===== src/rtl/sigmoid_seq_if.sv =====
// Sample, result and coefficient-configuration signals of the sigmoid sequencer.
interface sigmoid_seq_if #(
  parameter int unsigned BITS = 16
);
  logic            in_valid;
  logic            in_ready;
  logic [BITS-1:0] in_x;
  logic            out_valid;
  logic            out_ready;
  logic [BITS-1:0] out_y;
  logic            cfg_we;
  logic [2:0]      cfg_addr;
  logic [BITS-1:0] cfg_grad;
  logic [BITS-1:0] cfg_off;
  logic            cfg_err;
  logic [15:0]     sat_cnt;

  modport slave (
    input  in_valid, in_x, out_ready, cfg_we, cfg_addr, cfg_grad, cfg_off,
    output in_ready, out_valid, out_y, cfg_err, sat_cnt
  );

  modport master (
    output in_valid, in_x, out_ready, cfg_we, cfg_addr, cfg_grad, cfg_off,
    input  in_ready, out_valid, out_y, cfg_err, sat_cnt
  );
endinterface


===== src/rtl/sigmoid_seq_ctrl.sv =====
// Sequencer around the Q8.8 piecewise-linear sigmoid: |x| lookup, clamp, saturation
// and negative-side reflection, one sample at a time on valid/ready handshakes.
module sigmoid_seq_ctrl #(
  parameter int unsigned BITS    = 16,
  parameter int unsigned FRAC    = 8,
  parameter int unsigned NSEG    = 6,
  parameter int unsigned SAT_INT = 8
) (
  input logic         clk,
  input logic         rst_n,
  sigmoid_seq_if.slave bus
);

  localparam int unsigned IW = BITS - FRAC;
  localparam int unsigned SW = 3;
  localparam logic [BITS-1:0] ONE     = BITS'(1 << FRAC);
  localparam logic [BITS-1:0] AX_MAX  = {1'b0, {(BITS-1){1'b1}}};
  localparam logic [IW-1:0]   SEG_MAX = IW'(NSEG - 1);
  localparam logic [IW-1:0]   SAT_LIM = IW'(SAT_INT);

  localparam logic [1:0] ST_IDLE = 2'd0;
  localparam logic [1:0] ST_CALC = 2'd1;
  localparam logic [1:0] ST_DONE = 2'd2;

  typedef struct packed {
    logic signed [BITS-1:0] grad;
    logic signed [BITS-1:0] off;
  } coef_t;

  function automatic coef_t coef_default(input int k);
    coef_t c;
    case (k)
      0:       c = '{grad: BITS'('h003B), off: BITS'('h0080)};
      1:       c = '{grad: BITS'('h0026), off: BITS'('h0090)};
      2:       c = '{grad: BITS'('h0012), off: BITS'('h00BD)};
      3:       c = '{grad: BITS'('h0008), off: BITS'('h00DD)};
      4:       c = '{grad: BITS'('h0003), off: BITS'('h00F0)};
      5:       c = '{grad: BITS'('h0001), off: BITS'('h00F9)};
      default: c = '0;
    endcase
    return c;
  endfunction

  logic [1:0]      state_q, state_d;
  logic            in_ready_q, in_ready_d;
  logic            out_valid_q, out_valid_d;
  logic [BITS-1:0] out_y_q, out_y_d;
  logic            cfg_err_q, cfg_err_d;
  logic [15:0]     sat_cnt_q, sat_cnt_d;
  logic            sign_q, sign_d;
  logic [BITS-1:0] ax_q, ax_d;
  logic [SW-1:0]   seg_q, seg_d;
  logic            sat_q, sat_d;
  logic            tab_we;
  coef_t           tab [NSEG];

  logic [BITS-1:0] abs_x;
  logic [IW-1:0]   ipart;
  logic [SW-1:0]   seg_in;
  logic            sat_in;
  logic            accept;

  coef_t                    coef_sel;
  logic signed [2*BITS-1:0] grad_w, x_w, prod;
  logic signed [BITS-1:0]   term, alfa;
  logic [BITS-1:0]          p, y_calc;

  // Input magnitude and segment decode; -32768 folds onto the largest positive magnitude.
  always_comb begin
    abs_x = bus.in_x[BITS-1] ? (~bus.in_x + BITS'(1)) : bus.in_x;
    if (abs_x[BITS-1]) abs_x = AX_MAX;
    ipart  = abs_x[BITS-1:FRAC];
    seg_in = (ipart >= SEG_MAX) ? SW'(SEG_MAX) : SW'(ipart);
    sat_in = (ipart >= SAT_LIM);
    accept = bus.in_valid && in_ready_q;
  end

  // Datapath: alfa = off + (grad*x >>> FRAC), clamp to [0, 1.0], then reflect for x < 0.
  always_comb begin
    coef_sel = tab[seg_q];
    grad_w   = {{BITS{coef_sel.grad[BITS-1]}}, coef_sel.grad};
    x_w      = {{BITS{1'b0}}, ax_q};
    prod     = grad_w * x_w;
    term     = BITS'(prod >>> FRAC);
    alfa     = coef_sel.off + term;
    if (sat_q)                      p = ONE;
    else if (alfa[BITS-1])          p = '0;
    else if (alfa > $signed(ONE))   p = ONE;
    else                            p = alfa;
    y_calc = sign_q ? (ONE - p) : p;
  end

  always_comb begin
    state_d     = state_q;
    in_ready_d  = in_ready_q;
    out_valid_d = out_valid_q;
    out_y_d     = out_y_q;
    cfg_err_d   = 1'b0;
    sat_cnt_d   = sat_cnt_q;
    sign_d      = sign_q;
    ax_d        = ax_q;
    seg_d       = seg_q;
    sat_d       = sat_q;
    tab_we      = 1'b0;

    case (state_q)
      ST_IDLE: begin
        if (accept) begin
          sign_d     = bus.in_x[BITS-1];
          ax_d       = abs_x;
          seg_d      = seg_in;
          sat_d      = sat_in;
          in_ready_d = 1'b0;
          state_d    = ST_CALC;
        end
      end
      ST_CALC: begin
        out_y_d     = y_calc;
        out_valid_d = 1'b1;
        if (sat_q) sat_cnt_d = sat_cnt_q + 16'd1;
        state_d     = ST_DONE;
      end
      ST_DONE: begin
        if (bus.out_ready) begin
          out_valid_d = 1'b0;
          in_ready_d  = 1'b1;
          state_d     = ST_IDLE;
        end
      end
      default: begin
        in_ready_d  = 1'b1;
        out_valid_d = 1'b0;
        state_d     = ST_IDLE;
      end
    endcase

    // Table writes only land in an idle cycle that is not also taking a sample.
    if (bus.cfg_we) begin
      if ((state_q == ST_IDLE) && !accept && (32'(bus.cfg_addr) < NSEG)) tab_we = 1'b1;
      else                                                               cfg_err_d = 1'b1;
    end
  end

  always_ff @(posedge clk or negedge rst_n) begin
    if (!rst_n) begin
      state_q     <= ST_IDLE;
      in_ready_q  <= 1'b1;
      out_valid_q <= 1'b0;
      out_y_q     <= '0;
      cfg_err_q   <= 1'b0;
      sat_cnt_q   <= '0;
      sign_q      <= 1'b0;
      ax_q        <= '0;
      seg_q       <= '0;
      sat_q       <= 1'b0;
      for (int k = 0; k < NSEG; k++) tab[SW'(k)] <= coef_default(k);
    end else begin
      state_q     <= state_d;
      in_ready_q  <= in_ready_d;
      out_valid_q <= out_valid_d;
      out_y_q     <= out_y_d;
      cfg_err_q   <= cfg_err_d;
      sat_cnt_q   <= sat_cnt_d;
      sign_q      <= sign_d;
      ax_q        <= ax_d;
      seg_q       <= seg_d;
      sat_q       <= sat_d;
      if (tab_we) tab[bus.cfg_addr] <= '{grad: bus.cfg_grad, off: bus.cfg_off};
    end
  end

  assign bus.in_ready  = in_ready_q;
  assign bus.out_valid = out_valid_q;
  assign bus.out_y     = out_y_q;
  assign bus.cfg_err   = cfg_err_q;
  assign bus.sat_cnt   = sat_cnt_q;

endmodule


===== src/flat_wrapper.sv =====
// flat-port wrapper written by rule: the top's interface ports become plain ports
module sigmoid_seq_ctrl_flat 
#(
  parameter int unsigned BITS    = 16,
  parameter int unsigned FRAC    = 8,
  parameter int unsigned NSEG    = 6,
  parameter int unsigned SAT_INT = 8
)
  (clk, rst_n, bus_in_valid, bus_in_x, bus_out_ready, bus_cfg_we, bus_cfg_addr, bus_cfg_grad, bus_cfg_off, bus_in_ready, bus_out_valid, bus_out_y, bus_cfg_err, bus_sat_cnt);
  sigmoid_seq_if #(.BITS(BITS)) bus_i ();
  input logic clk;
  input logic rst_n;
  input wire logic [$bits(bus_i.in_valid)-1:0] bus_in_valid;
  input wire logic [$bits(bus_i.in_x)-1:0] bus_in_x;
  input wire logic [$bits(bus_i.out_ready)-1:0] bus_out_ready;
  input wire logic [$bits(bus_i.cfg_we)-1:0] bus_cfg_we;
  input wire logic [$bits(bus_i.cfg_addr)-1:0] bus_cfg_addr;
  input wire logic [$bits(bus_i.cfg_grad)-1:0] bus_cfg_grad;
  input wire logic [$bits(bus_i.cfg_off)-1:0] bus_cfg_off;
  output wire logic [$bits(bus_i.in_ready)-1:0] bus_in_ready;
  output wire logic [$bits(bus_i.out_valid)-1:0] bus_out_valid;
  output wire logic [$bits(bus_i.out_y)-1:0] bus_out_y;
  output wire logic [$bits(bus_i.cfg_err)-1:0] bus_cfg_err;
  output wire logic [$bits(bus_i.sat_cnt)-1:0] bus_sat_cnt;
  assign bus_i.in_valid = bus_in_valid;
  assign bus_i.in_x = bus_in_x;
  assign bus_i.out_ready = bus_out_ready;
  assign bus_i.cfg_we = bus_cfg_we;
  assign bus_i.cfg_addr = bus_cfg_addr;
  assign bus_i.cfg_grad = bus_cfg_grad;
  assign bus_i.cfg_off = bus_cfg_off;
  assign bus_in_ready = bus_i.in_ready;
  assign bus_out_valid = bus_i.out_valid;
  assign bus_out_y = bus_i.out_y;
  assign bus_cfg_err = bus_i.cfg_err;
  assign bus_sat_cnt = bus_i.sat_cnt;
  sigmoid_seq_ctrl #(.BITS(BITS), .FRAC(FRAC), .NSEG(NSEG), .SAT_INT(SAT_INT)) u_core (.clk(clk), .rst_n(rst_n), .bus(bus_i));
endmodule

===== config.mk =====
export PLATFORM = sky130hd
export DESIGN_NAME = sigmoid_seq_ctrl_flat
export DESIGN_NICKNAME = d
export VERILOG_FILES = /design/src/rtl/sigmoid_seq_if.sv /design/src/rtl/sigmoid_seq_ctrl.sv /design/src/flat_wrapper.sv
export SDC_FILE = /design/constraint.sdc
export NUM_CORES = 1
export LEC_CHECK = 0
export ABC_CLOCK_PERIOD_IN_PS = 13200
export CORE_MARGIN = 2
export CORE_UTILIZATION = 62
export CTS_CLUSTER_DIAMETER = 40
export DETAILED_ROUTE_END_ITERATION = 8
export PLACE_DENSITY = 0.82
export SYNTH_ARGS = -nofsm -noshare
export SYNTH_HDL_FRONTEND = slang
export SYNTH_SLANG_ARGS = --single-unit

===== constraint.sdc =====
create_clock -name clk -period 13.2 [get_ports clk]
set_input_delay 3.3 -clock clk [delete_from_list [all_inputs] [get_ports clk]]
set_output_delay 3.3 -clock clk [all_outputs]
set_load 0.01 [all_outputs]

### Word level (Yosys, flattened, before mapping)

Index checks and enable logic that the tools add are counted.

| storage, ports and cells | value |
|---|---|
| output and inout bits | 35 |
| bits of input ports | 56 |
| flip-flop bits (word level) | 250 |
| logic and storage cells | 80 |

| operators by class | value |
|---|---|
| muxes and demuxes | 25 |
| add/subtract/negate cells | 4 |
| $mul | 1 |
| bitwise operators | 5 |
| magnitude comparators | 7 |
| equality and inequality tests | 4 |
| reductions and logical operators | 12 |

Operator list:

| cell | count |
|---|---|
| 192-bit bitwise mux | 1 |
| 32-bit binary-select mux with 3-bit select | 1 |
| 32-bit demux with 3-bit select | 1 |
| 32-bit two-way mux | 3 |
| 16-bit two-way mux | 4 |
| 16-bit by 1-bit adder with 16-bit output, second input constant | 2 |
| 15-bit two-way mux | 2 |
| 16-bit by 17-bit multiplier with 24-bit output | 1 |
| 16-bit adder | 1 |
| 16-bit by 10-bit > comparator with 1-bit output, second input constant | 1 |
| 16-bit inverter | 1 |
| 9-bit by 16-bit subtractor with 16-bit output, first input constant | 1 |
| 2-bit AND reduction | 5 |
| 4-bit >= comparator, second input constant | 2 |
| 3-bit inverter with 4-bit output | 2 |
| 7-bit by 3-bit >= comparator with 1-bit output, second input constant | 1 |
| 7-bit by 4-bit >= comparator with 1-bit output, second input constant | 1 |
| 1-bit two-way mux | 7 |
| 1-bit case mux with 3 select lines | 2 |
| 2-bit case mux with 3 select lines | 1 |
| 1-bit logical AND | 4 |
| 4-bit by 1-bit less-than comparator with 1-bit output, second input constant | 1 |
| 2-bit two-way mux | 2 |
| 3-bit less-than comparator, second input constant | 1 |
| 9 further kinds | 10 |

### Logic depth before layout (Yosys ltp)

Gate-level depths: netlist of run 1.

| logic depth | value |
|---|---|
| depth in word-level cells | 12 |
| gate-level depth with buffers | 49 |
| depth with buffers taken out | 42 |

### Least setup slack after synthesis of run 1

OpenSTA, ideal clock, no wires.

| timing | value |
|---|---|
| path kind | register to register |
| start point | register u_core.seg_q[0] |
| end point | register u_core.out_y_q[6] (netlist: u_core.bus.out_y[6]) |
| setup time | 0.126 ns |
| arrival | 9.915 ns |
| required time | 13.074 ns |
| path slack | 3.159 ns |
| buffers on the path | 8 |
| period minus slack after synthesis | 10.041 ns |
| stages on the path, launching flop included | 45 |
| cells stage by stage | dfrtp_1 buf_6 buf_8 buf_8 buf_8 buf_1 mux2i_1 nor2_1 a21oi_1 clkbuf_1 nor2b_1 fa_1 inv_1 fa_1 fa_1 inv_1 ha_1 fa_1 [9 not listed] a2bb2oi_1 ha_1 clkbuf_1 a21o_1 a2111oi_1 nor3_1 a211o_1 a311oi_1 nand4_1 a211oi_1 nor2b_1 buf_6 nand2_1 ha_1 inv_1 o21ai_0 and2_1 o32a_1 |

| between the ends | value |
|---|---|
| cells in the longest elaborated chain, start to end | 12 |

RTL lines:

| what | RTL line | source |
|---|---|---|
| from (decl) | sigmoid_seq_ctrl.sv:52 | `logic [SW-1:0] seg_q, seg_d;` |
| from (signal assigned) | sigmoid_seq_ctrl.sv:166 | `seg_q <= seg_d;` |
| 3-bit inverter with 4-bit output (implied by the code) * | sigmoid_seq_ctrl.sv:80 | `coef_sel = tab[seg_q];` |
| 32-bit binary-select mux with 3-bit select * | sigmoid_seq_ctrl.sv:80 |  |
| 32-bit two-way mux (implied by the code) * (2 in series) | sigmoid_seq_ctrl.sv:80 |  |
| 16-bit by 17-bit multiplier with 24-bit output | sigmoid_seq_ctrl.sv:83 | `prod = grad_w * x_w;` |
| 16-bit adder * | sigmoid_seq_ctrl.sv:85 | `alfa = coef_sel.off + term;` |
| 16-bit by 10-bit > comparator with 1-bit output | sigmoid_seq_ctrl.sv:88 | `else if (alfa > $signed(ONE)) p = ONE;` |
| 15-bit two-way mux | sigmoid_seq_ctrl.sv:88 |  |
| 16-bit two-way mux * | sigmoid_seq_ctrl.sv:87 | `else if (alfa[BITS-1]) p = '0;` |
| 16-bit two-way mux * | sigmoid_seq_ctrl.sv:86 | `if (sat_q) p = ONE;` |
| 9-bit by 16-bit subtractor with 16-bit output | sigmoid_seq_ctrl.sv:90 | `y_calc = sign_q ? (ONE - p) : p;` |
| 16-bit two-way mux * | sigmoid_seq_ctrl.sv:90 |  |
| to (signal assigned) | sigmoid_seq_ctrl.sv:161 | `out_y_q <= out_y_d;` |
| to (decl) | sigmoid_seq_ctrl.sv:47 | `logic [BITS-1:0] out_y_q, out_y_d;` |

Every way passes the cells marked *; elsewhere a longest branch is shown, timed or not. The select of a mux whose other input is x is not followed.
A chain may end at the register's enable or synchronous reset.

### Worst setup path in the final report of run 1

| timing | value |
|---|---|
| start point | register u_core.seg_q[1] |
| end point | register u_core.out_y_q[6] (netlist: u_core.bus.out_y[6]) |

The elaborated chain is that of the path after synthesis.

==> results.md, run 1 <==
* Wirelength per Cell at ~20 um
* Prevailing post-synth register cell: dfrtp_1
* Row cnt at between 60 and 70
* Initial core utilization at 62.93%
* Crit path max-delay family: adder cells
* Initial antenna violation count at 0
* Final Net Count at around 2.1k
* Dominant cells by area after synthesis: dfrtp_1, fa_1, edfxtp_1
* Die Area at between 30000 and 40000 um^2
* Reg2reg setup slack at ~2.1 ns
* Yosys cell types at 71
* Root Driver: clkbuf_16
* Max Cap Viol at 0
* Drt pass-1 iters at 7
* Critical Path Sink Type: register
* CP bufs+invs at 5
* RSZ-0062 raised after global routing: false
* IO Pins at 91
* Synth Area per Inst at 10.95 um^2
* Critical path type: reg -> reg
* Setup Slack @ Placement at 2.203 ns
* # DRC at 0
* Post-Syn Nets at ~2.0k
* Post-synth top area cell: dfrtp_1
* Worst Skew at roughly 0.013 ns
* Crit-path max FO at 18
* Setup TNS at 0 ns
* Total congestion overflow at 0
* Reg area at roughly 6600 um^2
* Final HPWL DP at 30590 um
* Crit-path max cell delay at between 0.9 and 1 ns
* Most used cell, CP: fa_1
* Largest net degree at the start of global routing at around 130
* CTS tree: yes
* Antenna Violating Nets Remaining at 0
* Postcts setup bufs at 0
* Max Slew Vio Count at 0
* Clk buf depth at 3
* Die Height at between 150 and 200 um
* EDFF count, synth at 64
* Fmax at approximately 90 MHz
* Post-CTS Hold Buffers at 0
* Vias at 12.84k
* Global Route Usage Sum at between 20% and 30%
* Area of the mapped netlist at about 19000 um^2
* Chip Width at 177.5 um
* CTS sink count at 249
* Status: complete, no violations
* Final WL at 42720 um
* Slowest cell on the critical path: dfrtp_1
* Share of layout cells above drive strength 1 at between 10% and 20%
* Fillers at between 2k and 2.5k
* Worst-Skew Late Latency at around 0.53 ns
* WP data required at approximately 14 ns
* Synth top area share at 21.20%
* CP Launch Type: register
* Htree depth at 1
* Vias in the first global route at between 10k and 15k
* Inserted Diodes at 0
* Hold Crit Class: reg -> reg
* Flops & latches, synth at around 250
* Ys async rst share at about three quarters
* First-pass GRT wire length at 69940 um
* CTS buffer count at 27
* Multi-input gate area in the final layout at around 11000 um^2
* Cells after Synth at roughly 1.7k
* Headroom to the max-slew limit at between 20 and 25%
* Sequential element share of the synthesized area at a little over a third
* Hold Vio Cnt, Final at 0
* Commonest non-fill, non-tap cells in the layout: inv_1, nand2_1, fa_1
* Final setup violation count at 0
* Commonest non-fill, non-tap cell in the layout: inv_1
* Measured slew at the worst slew-check pin at 1.173 ns
* Worst path arrival time at between 10 and 15 ns
* Core area at around 30000 um^2
* Final min period at between 10 and 15 ns
* Port bufs at 90
* Period utilisation layout at between 80% and 90%
* P&R area growth vs syn at 11.57%
* Yosys warning total at 0
* GPL Wtd Cong at roughly 0.93
* Clock transition at path regs at 0.07 ns
* Resized cells post-CTS at 0
* DR iter-0 viols at about 1.1k
* Final WS setup at roughly 2.1 ns
* Vias per cell at about 5.9
## stage by stage
stage / util (%) / std cells / instance area (um^2) / hold WS [ns]
after floorplan: - / 1703 / 18650 / 0.4747
after global placement: 67.10 / 2123 / 19890 / 0.4573
after detailed placement: 67.10 / 2123 / 19890 / 0.4639
after CTS: 70.22 / 2172 / 20810 / 0.4723
after global routing: 70.22 / 2172 / 20810 / 0.4757
final: 70.22 / 2172 / 20810 / 0.4732
## synth_stat cells (37+ instances only)
library cell  instances
xnor2_1              37
nor2_1               70
and2_1               58
edfxtp_1             64
clkbuf_1             60
mux2_2              131
ha_1                 97
fa_1                162
nor2b_1              57
o21ai_0              53
mux2i_1              40
dfrtp_1             158
inv_1               225
nand2_1             186
## per-layer routing
layer / vias up / track usage [%] / wire length (um)
met1: 6526 / 37.31 / 17170
met4: 0 / 9.221 / 1356
met5: - / 0 / 0
li1: 5741 / - / -
met3: 99 / 3.770 / 2736
met2: 470 / 48.42 / 21460
## sequential cells by signal (all words and copies together), names as in the netlist, 2 cells and up
| signal | count |
|---|---|
| u_core.bus.out_y | 16 |
| u_core.ax_q | 15 |
| u_core.seg_q | 3 |
| u_core.tab | 192 |
| u_core.state_q | 2 |
| u_core.bus.sat_cnt | 16 |
## worst paths after layout
path / startpoint / end / cells past startpoint
worst min-delay path: u_core.bus.sat_cnt[15]$_DFFE_PN0P_ / u_core.bus.sat_cnt[15]$_DFFE_PN0P_ / 1
min in group asynchronous: rst_n / u_core.tab[184]$_DFFE_PN0P_ / 1
worst min register to register: u_core.bus.sat_cnt[15]$_DFFE_PN0P_ / u_core.bus.sat_cnt[15]$_DFFE_PN0P_ / 1
max in group asynchronous: rst_n / u_core.bus.out_y[3]$_DFFE_PN0P_ / 2
worst max-delay path: u_core.seg_q[1]$_DFFE_PN0P_ / u_core.bus.out_y[6]$_DFFE_PN0P_ / 37
worst max register to register: u_core.seg_q[1]$_DFFE_PN0P_ / u_core.bus.out_y[6]$_DFFE_PN0P_ / 37
## cell type report
cell class,instances,area share [%]
timing repair buffer,107,5.008
multi-input combinational,1151,52.47
tap,390,2.345
sequential,249,31.66
clock buffer,33,3.601
inverter,226,4.076
clock inverter,16,0.8357
## cells by family after synthesis
logic type,count (synthesis),synth area share [%]
flip-flops,249,35.30
buffers and inverters,303,6.366
adder cells (fa/ha/maj),259,23.89
XOR/XNOR,61,3.086
AO/OA/AOI/OAI,174,6.017
AND/OR/NAND/NOR,458,11.90
multiplexers,199,13.44
Power of run 1 is not shown: default switching activity piles up to over one toggle a cycle in this logic, so the estimate is an artifact.
==> run 2, diff against run 1 <==
--- a/config.mk
+++ b/config.mk
@@ -5,12 +5,12 @@
 export SDC_FILE = /design/constraint.sdc
 export NUM_CORES = 1
 export LEC_CHECK = 0
-export ABC_CLOCK_PERIOD_IN_PS = 13200
+export ABC_CLOCK_PERIOD_IN_PS = 10090
 export CORE_MARGIN = 2
-export CORE_UTILIZATION = 62
+export CORE_UTILIZATION = 56
 export CTS_CLUSTER_DIAMETER = 40
 export DETAILED_ROUTE_END_ITERATION = 8
-export PLACE_DENSITY = 0.82
+export PLACE_DENSITY = 0.78
 export SYNTH_ARGS = -nofsm -noshare
 export SYNTH_HDL_FRONTEND = slang
 export SYNTH_SLANG_ARGS = --single-unit
==> constraint.sdc (replaced) <==
create_clock -name clk -period 10.09 [get_ports clk]
set_input_delay 2.5225 -clock clk [delete_from_list [all_inputs] [get_ports clk]]
set_output_delay 2.5225 -clock clk [all_outputs]
set_load 0.01 [all_outputs]
==> run 2 against run 1 <==
Routed wire length rose by 1.7%. Global-route usage fell by 3.0 points. Register-to-register slack got worse by 1.7 ns. Setup slack got worse by 1.7 ns. Critical path depth did not move. Worst hold slack improved by 0.0068 ns. Largest cell class unchanged. Highest routed layer is now met5.
==> results.md, run 2 (same netlist as run 1, synthesis figures left out) <==
* Status: complete, no violations
* Dpl cells at 2198 (+3.5%)
* Commonest non-fill, non-tap cell in the layout: inv_1
* Top reg by flops: u_core.tab
* Max Slew Vio Count at 0 (unchanged)
* Setup TNS at 0 ns (unchanged)
* WP data required at 10.52 ns (-3.10 ns)
* Row cnt at 66 (+4.8%)
* Measured slew at the worst slew-check pin at 1.125 ns (-0.04760 ns)
* Hold Vio Cnt, Final at 0 (unchanged)
* DR iter-0 viols at 868 (-21%)
* Critical Path Sink Type: register
* First-pass GRT wire length at 70200 um (+0.37%)
* Final WL at 43430 um (+1.7%)
* Placed instance area at 20160 um^2 (+1.4%)
* Worst-Skew Late Latency at 0.54 ns (about the same)
* Largest net degree at the start of global routing at 82 (-39%)
* Clock transition at path regs at 0.06 ns (about the same)
* Root Driver: clkbuf_16
* Final Util at 64.86% (-5.4 points)
* Period utilisation layout at 96.30% (+12 points)
* Crit-path max cell delay at 0.57 ns (-0.39 ns)
* Share of layout cells above drive strength 1 at 17.18% (+1.7 points)
* Antenna Violating Nets Remaining at 0 (unchanged)
* Cell Count, Final, Fillers Out at 2258 (+4.0%)
* Max Cap Viol at 0 (unchanged)
* Fmax at 102.9 MHz (+14%)
* Crit-path max FO at 18 (unchanged)
* GPL Wtd Cong at 0.9046 (-2.8%)
* Vias per cell at 5.701 (-3.5%)
* Initial core utilization at 57.04% (-5.9 points)
* P&R area growth vs syn at 13.72%
* Final Cell Area at 21210 um^2 (+1.9%)
* Die Height at 186.5 um (+5.1%)
* CTS buffer count at 29 (+7.4%)
* Core area at 32700 um^2 (+10%)
* Vias at 12.87k (+0.29%)
* Wirelength per Cell at 19.23 um (-2.2%)
* Final Net Count at 2109 (+1.5%)
* Total congestion overflow at 0 (unchanged)
* Initial antenna violation count at 1 (+1)
* Clk buf depth at 3 (unchanged)
* CP Launch Type: register
* Critical path type: reg -> reg
* Crit path max-delay family: adder cells
* Worst Skew at 0.01874 ns (+0.005579 ns)
* # DRC at 0 (unchanged)
* Fillers at 2513 (+20%)
* Most used cell, CP: fa_1
* Final setup violation count at 0 (unchanged)
* Vias in the first global route at 13.58k (-0.56%)
* IO Pins at 91 (unchanged)
* Final HPWL DP at 31410 um (+2.7%)
* Global Route Usage Sum at 25.21% (-3.0 points)
* Commonest non-fill, non-tap cells in the layout: inv_1, nand2_1, fa_1
* Worst path arrival time at 10.14 ns (-1.38 ns)
* Chip Width at 186.5 um (+5.1%)
* Htree depth at 1 (unchanged)
* CP bufs+invs at 6 (+1)
* Final min period at 9.717 ns (-1.387 ns)
* CTS sink count at 249 (unchanged)
* Inserted Diodes at 0 (unchanged)
* CTS tree: yes
* Max reg flops at 192 (unchanged)
* Port bufs at 90 (unchanged)
* Drt pass-1 iters at 5 (-2)
* Hold Crit Class: reg -> reg
* Slowest cell on the critical path: mux4_2
* Headroom to the max-slew limit at 24.82% (+3.2 points)
* Die Area at 34780 um^2 (+10%)
-- run 2: cell types whose count changed in the layout (fill, tap and decap cells not counted), moves of 2 or more --
cell	before	now
a21oi_1	31	27
clkbuf_8	3	1
clkbuf_1	2	9
clkinvlp_4	0	2
nor3_1	10	8
clkinv_8	2	4
clkinv_2	5	3
buf_4	16	41
clkbuf_16	28	30
buf_12	1	3
a21oi_2	0	4
nor3_2	2	4
-- run 2: worst reg2reg max path: cells and delay by family, from the launching register on --
| kind | cells | cell delay, ns |
|---|---|---|
| AOI/OAI and AO/OA | 10 | 2.32 |
| xor gates and xnor gates | 1 | 0.08 |
| adders and majority gates | 9 | 3.80 |
| buffers and inverters | 6 | 0.51 |
| DFF | 1 | 0.51 |
| muxes | 2 | 1.01 |
| and+or+nand+nor | 9 | 1.37 |
-- run 2: per-stage QoR --
step | setup slack [ns] | hold WS (ns)
finish | 0.3733 | 0.4800
global route | -0.03265 | 0.5067
CTS | 0.1025 | 0.4813
detailed placement | 0.1067 | 0.4730
global placement | 0.3368 | 0.4604
floorplan | 0.04899 | 0.4747
-- run 2: final timing paths --
path,startpoint,end,slack [ns],cells after the start
max in group asynchronous,rst_n,u_core.seg_q[0]$_DFFE_PN0P_,6.70,2
min reg2reg,u_core.bus.sat_cnt[15]$_DFFE_PN0P_,u_core.bus.sat_cnt[15]$_DFFE_PN0P_,0.48,1
min in group asynchronous,rst_n,u_core.tab[133]$_DFFE_PN0P_,1.91,1
max reg2reg,u_core.seg_q[0]$_DFFE_PN0P_,u_core.bus.out_y[6]$_DFFE_PN0P_,0.37,37
max,u_core.seg_q[0]$_DFFE_PN0P_,u_core.bus.out_y[6]$_DFFE_PN0P_,0.37,37
min,u_core.bus.sat_cnt[15]$_DFFE_PN0P_,u_core.bus.sat_cnt[15]$_DFFE_PN0P_,0.48,1
-- run 2: timing repair --
item | CTS | global route
hold buffers | 0 | 0
resized for setup | 0 | 13
setup buffers | 0 | 6
setup endpoints to repair | 0 | 8
-- run 2: final cells by class --
cell class / count / area (um^2) / area share, %
clock buffers: 39 / 773.2 / 3.645
clock inverters: 14 / 157.7 / 0.7432
inverters: 226 / 848.3 / 3.999
multi-input cells: 1151 / 10960 / 51.65
flip-flops and latches: 249 / 6590 / 31.07
well taps: 442 / 553.0 / 2.607
repair buffers: 137 / 1334 / 6.288
-- run 2: per-layer routing --
metal | GRT usage, % | vias to the layer above | routed length (um)
met5 | 0 | - | 12
met4 | 10.35 | 2 | 1770
met3 | 3.160 | 111 | 2455
met2 | 43.36 | 419 | 21770
li1 | - | 5798 | -
met1 | 32.60 | 6543 | 17420
Power of run 2 is left out for the same reason.
==> RTL edit (flow settings as in run 1) <==
`BITS` is set to 16 in 3 places; all go to 20.
--- a/src/rtl/sigmoid_seq_if.sv
+++ b/src/rtl/sigmoid_seq_if.sv
@@ -1,5 +1,5 @@
 // Sample, result and coefficient-configuration signals of the sigmoid sequencer.
 interface sigmoid_seq_if #(
-  parameter int unsigned BITS = 16
+  parameter int unsigned BITS = 20
 );
   logic            in_valid;
--- a/src/rtl/sigmoid_seq_ctrl.sv
+++ b/src/rtl/sigmoid_seq_ctrl.sv
@@ -2,5 +2,5 @@
 // and negative-side reflection, one sample at a time on valid/ready handshakes.
 module sigmoid_seq_ctrl #(
-  parameter int unsigned BITS    = 16,
+  parameter int unsigned BITS    = 20,
   parameter int unsigned FRAC    = 8,
   parameter int unsigned NSEG    = 6,
--- a/src/flat_wrapper.sv
+++ b/src/flat_wrapper.sv
@@ -2,5 +2,5 @@
 module sigmoid_seq_ctrl_flat 
 #(
-  parameter int unsigned BITS    = 16,
+  parameter int unsigned BITS    = 20,
   parameter int unsigned FRAC    = 8,
   parameter int unsigned NSEG    = 6,
Interface: changed (resized bus_cfg_grad, bus_cfg_off, bus_in_x and bus_out_y); port bits go from 91 to 107. The function was not compared with the original's and may differ.
==> RTL edit against run 1 <==
- synthesized cell count increased by 33%
- worst setup slack got worse by 1.2 ns
- non-clock buffer count increased by 28
- via count increased by 34%
- sequential cell count increased by 56
- cell area increased by 32%
- synthesized area increased by 32%
- wire length increased by 43%
- clock skew increased by 0.012 ns
Power is not shown: default switching activity piles up to over one toggle a cycle in this logic, so the estimate is an artifact.
==> RTL edit: results (changes against run 1) <==
.. list-table::
   :header-rows: 1

   * - Metric
     - Value
   * - Net total in the final layout
     - 2,786 (+34%)
   * - Routed wire length per instance
     - 21.1 um (+7.1%)
   * - Vias per inst
     - 5.94 (+0.54%)
   * - Total routing usage reported by global routing
     - 31.1% (+2.9 points)
   * - CTS Buf Count
     - 37 (+37%)
   * - Master of the slowest instance on the critical path
     - sky130_fd_sc_hd__o21ai_1
   * - Synthesized net count
     - 2,713 (+34%)
   * - H-tree depth
     - 2 (+1)
   * - Arrival time at the worst endpoint
     - 12.67 ns (+1.15 ns)
   * - Number of design-rule violations left by the first detailed-router iteration
     - 1,323 (+20%)
   * - Initial antenna violation count
     - 2 (+2)
   * - Number of filler instances in the final layout
     - 2,767 (+32%)
   * - GPL Wtd Cong
     - 0.927 (-0.39%)
   * - Cell types with the highest counts after synthesis
     - sky130_fd_sc_hd__inv_1 (333), sky130_fd_sc_hd__fa_1 (252), sky130_fd_sc_hd__nand2_1 (237)
   * - Share of synthesized registers carrying an async set or reset
     - 73.8% (-0.53 points)
   * - Largest stage delay, worst path
     - 0.84 ns (-0.12 ns)
   * - Largest net degree at the start of global routing
     - 103 (-23%)
   * - Clock insertion delay at the later pin of the skew report
     - 0.56 ns (+0.03 ns)
   * - Sequential cell area fraction in the yosys report
     - 32.8% (-2.5 points)
   * - Share of layout cells above drive strength 1
     - 14.8% (-0.65 points)
   * - Length of the first detailed-routing pass in iterations
     - 5 (-2)
   * - Post-synth EDFFs
     - 80 (+25%)
   * - Number of instances in the synthesized netlist
     - 2,266 (+33%)
   * - Wire length of the first global-routing pass
     - 100,000 um (+43%)
   * - Adder and majority gate portion of the synthesized area
     - 26.9% (+3.0 points)
   * - Outcome
     - complete, no violations
   * - Vias in the first global route
     - 18,800 (+37%)
   * - Biggest area contributors in the synthesized netlist
     - sky130_fd_sc_hd__fa_1 (20%), sky130_fd_sc_hd__dfrtp_1 (20%), sky130_fd_sc_hd__edfxtp_1 (9.8%), sky130_fd_sc_hd__mux2_2 (7.5%), sky130_fd_sc_hd__ha_1 (6.5%)
   * - Post-Layout Cell Count
     - 2,894 (+33%)
   * - Xor and xnor area share after synthesis
     - 3.10% (+0.014 points)
   * - Flip-flop count of the largest register after layout
     - 240 (+25%)
-- RTL edit: worst max-delay path: cells and delay by family (launching register included) --
kind / cells / cell delay [ns]
AO/OA/AOI/OAI: 11 / 3.68
buffers and inverters: 6 / 0.95
XOR/XNOR: 2 / 0.25
adder cells (fa/ha/maj): 10 / 4.30
AND/OR/NAND/NOR: 12 / 2.20
flip-flops: 1 / 0.69
-- RTL edit: kinds of logic (layout without fill, tap and decap cells) --
logic type | count (synthesis) | after routing
adders and majority gates | 379 | 379
AOI/OAI and AO/OA | 204 | 204
xor gates and xnor gates | 79 | 79
and+or+nand+nor | 615 | 615
DFF | 305 | 305
buffers and inverters | 438 | 540
muxes | 246 | 246
other | 0 | 1
-- RTL edit: final cells by class --
class / count / area (um^2) / area share, %
antenna: 1 / 2.50 / 0.00911
clock buffer: 44 / 1000 / 3.66
sequential: 305 / 8070 / 29.4
inverter: 337 / 1260 / 4.61
multi-input combinational: 1523 / 14900 / 54.3
clock inverter: 24 / 258 / 0.938
tap: 525 / 657 / 2.39
timing repair buffer: 135 / 1280 / 4.67
-- RTL edit: routing by layer --
| layer | part of all wire (%) | up-vias | track usage, % |
|---|---|---|---|
| met5 | 0.038 | - | 0 |
| met4 | 4.0 | 4 | 13.3 |
| met3 | 7.6 | 165 | 6.38 |
| met2 | 49 | 698 | 51.1 |
| met1 | 40 | 8797 | 40.6 |
| li1 | - | 7531 | - |
-- RTL edit: path summary, 6_finish.rpt --
path	from	to	slack [ns]	depth (start not counted)
min	u_core.bus.out_y[12]$_DFFE_PN0P_	u_core.bus.out_y[12]$_DFFE_PN0P_	0.48	1
max in group asynchronous	rst_n	u_core.bus.out_y[4]$_DFFE_PN0P_	8.25	3
max	u_core.seg_q[2]$_DFFE_PN0P_	u_core.bus.out_y[2]$_DFFE_PN0P_	0.92	41
min reg2reg	u_core.bus.out_y[12]$_DFFE_PN0P_	u_core.bus.out_y[12]$_DFFE_PN0P_	0.48	1
max reg2reg	u_core.seg_q[2]$_DFFE_PN0P_	u_core.bus.out_y[2]$_DFFE_PN0P_	0.92	41
min in group asynchronous	rst_n	u_core.tab[219]$_DFFE_PN0P_	2.76	1
-- RTL edit: metrics by stage --
stage	utilization [%]	hold WS (ns)	worst slack (ns)	instance area [um^2]
final	69.6	0.478	0.918	27500
after global routing	69.6	0.498	0.0624	27500
after CTS	69.6	0.480	0.912	27500
after detailed placement	66.4	0.467	0.945	26200
after global placement	66.4	0.458	1.50	26200
after floorplan	-	0.475	1.93	24600
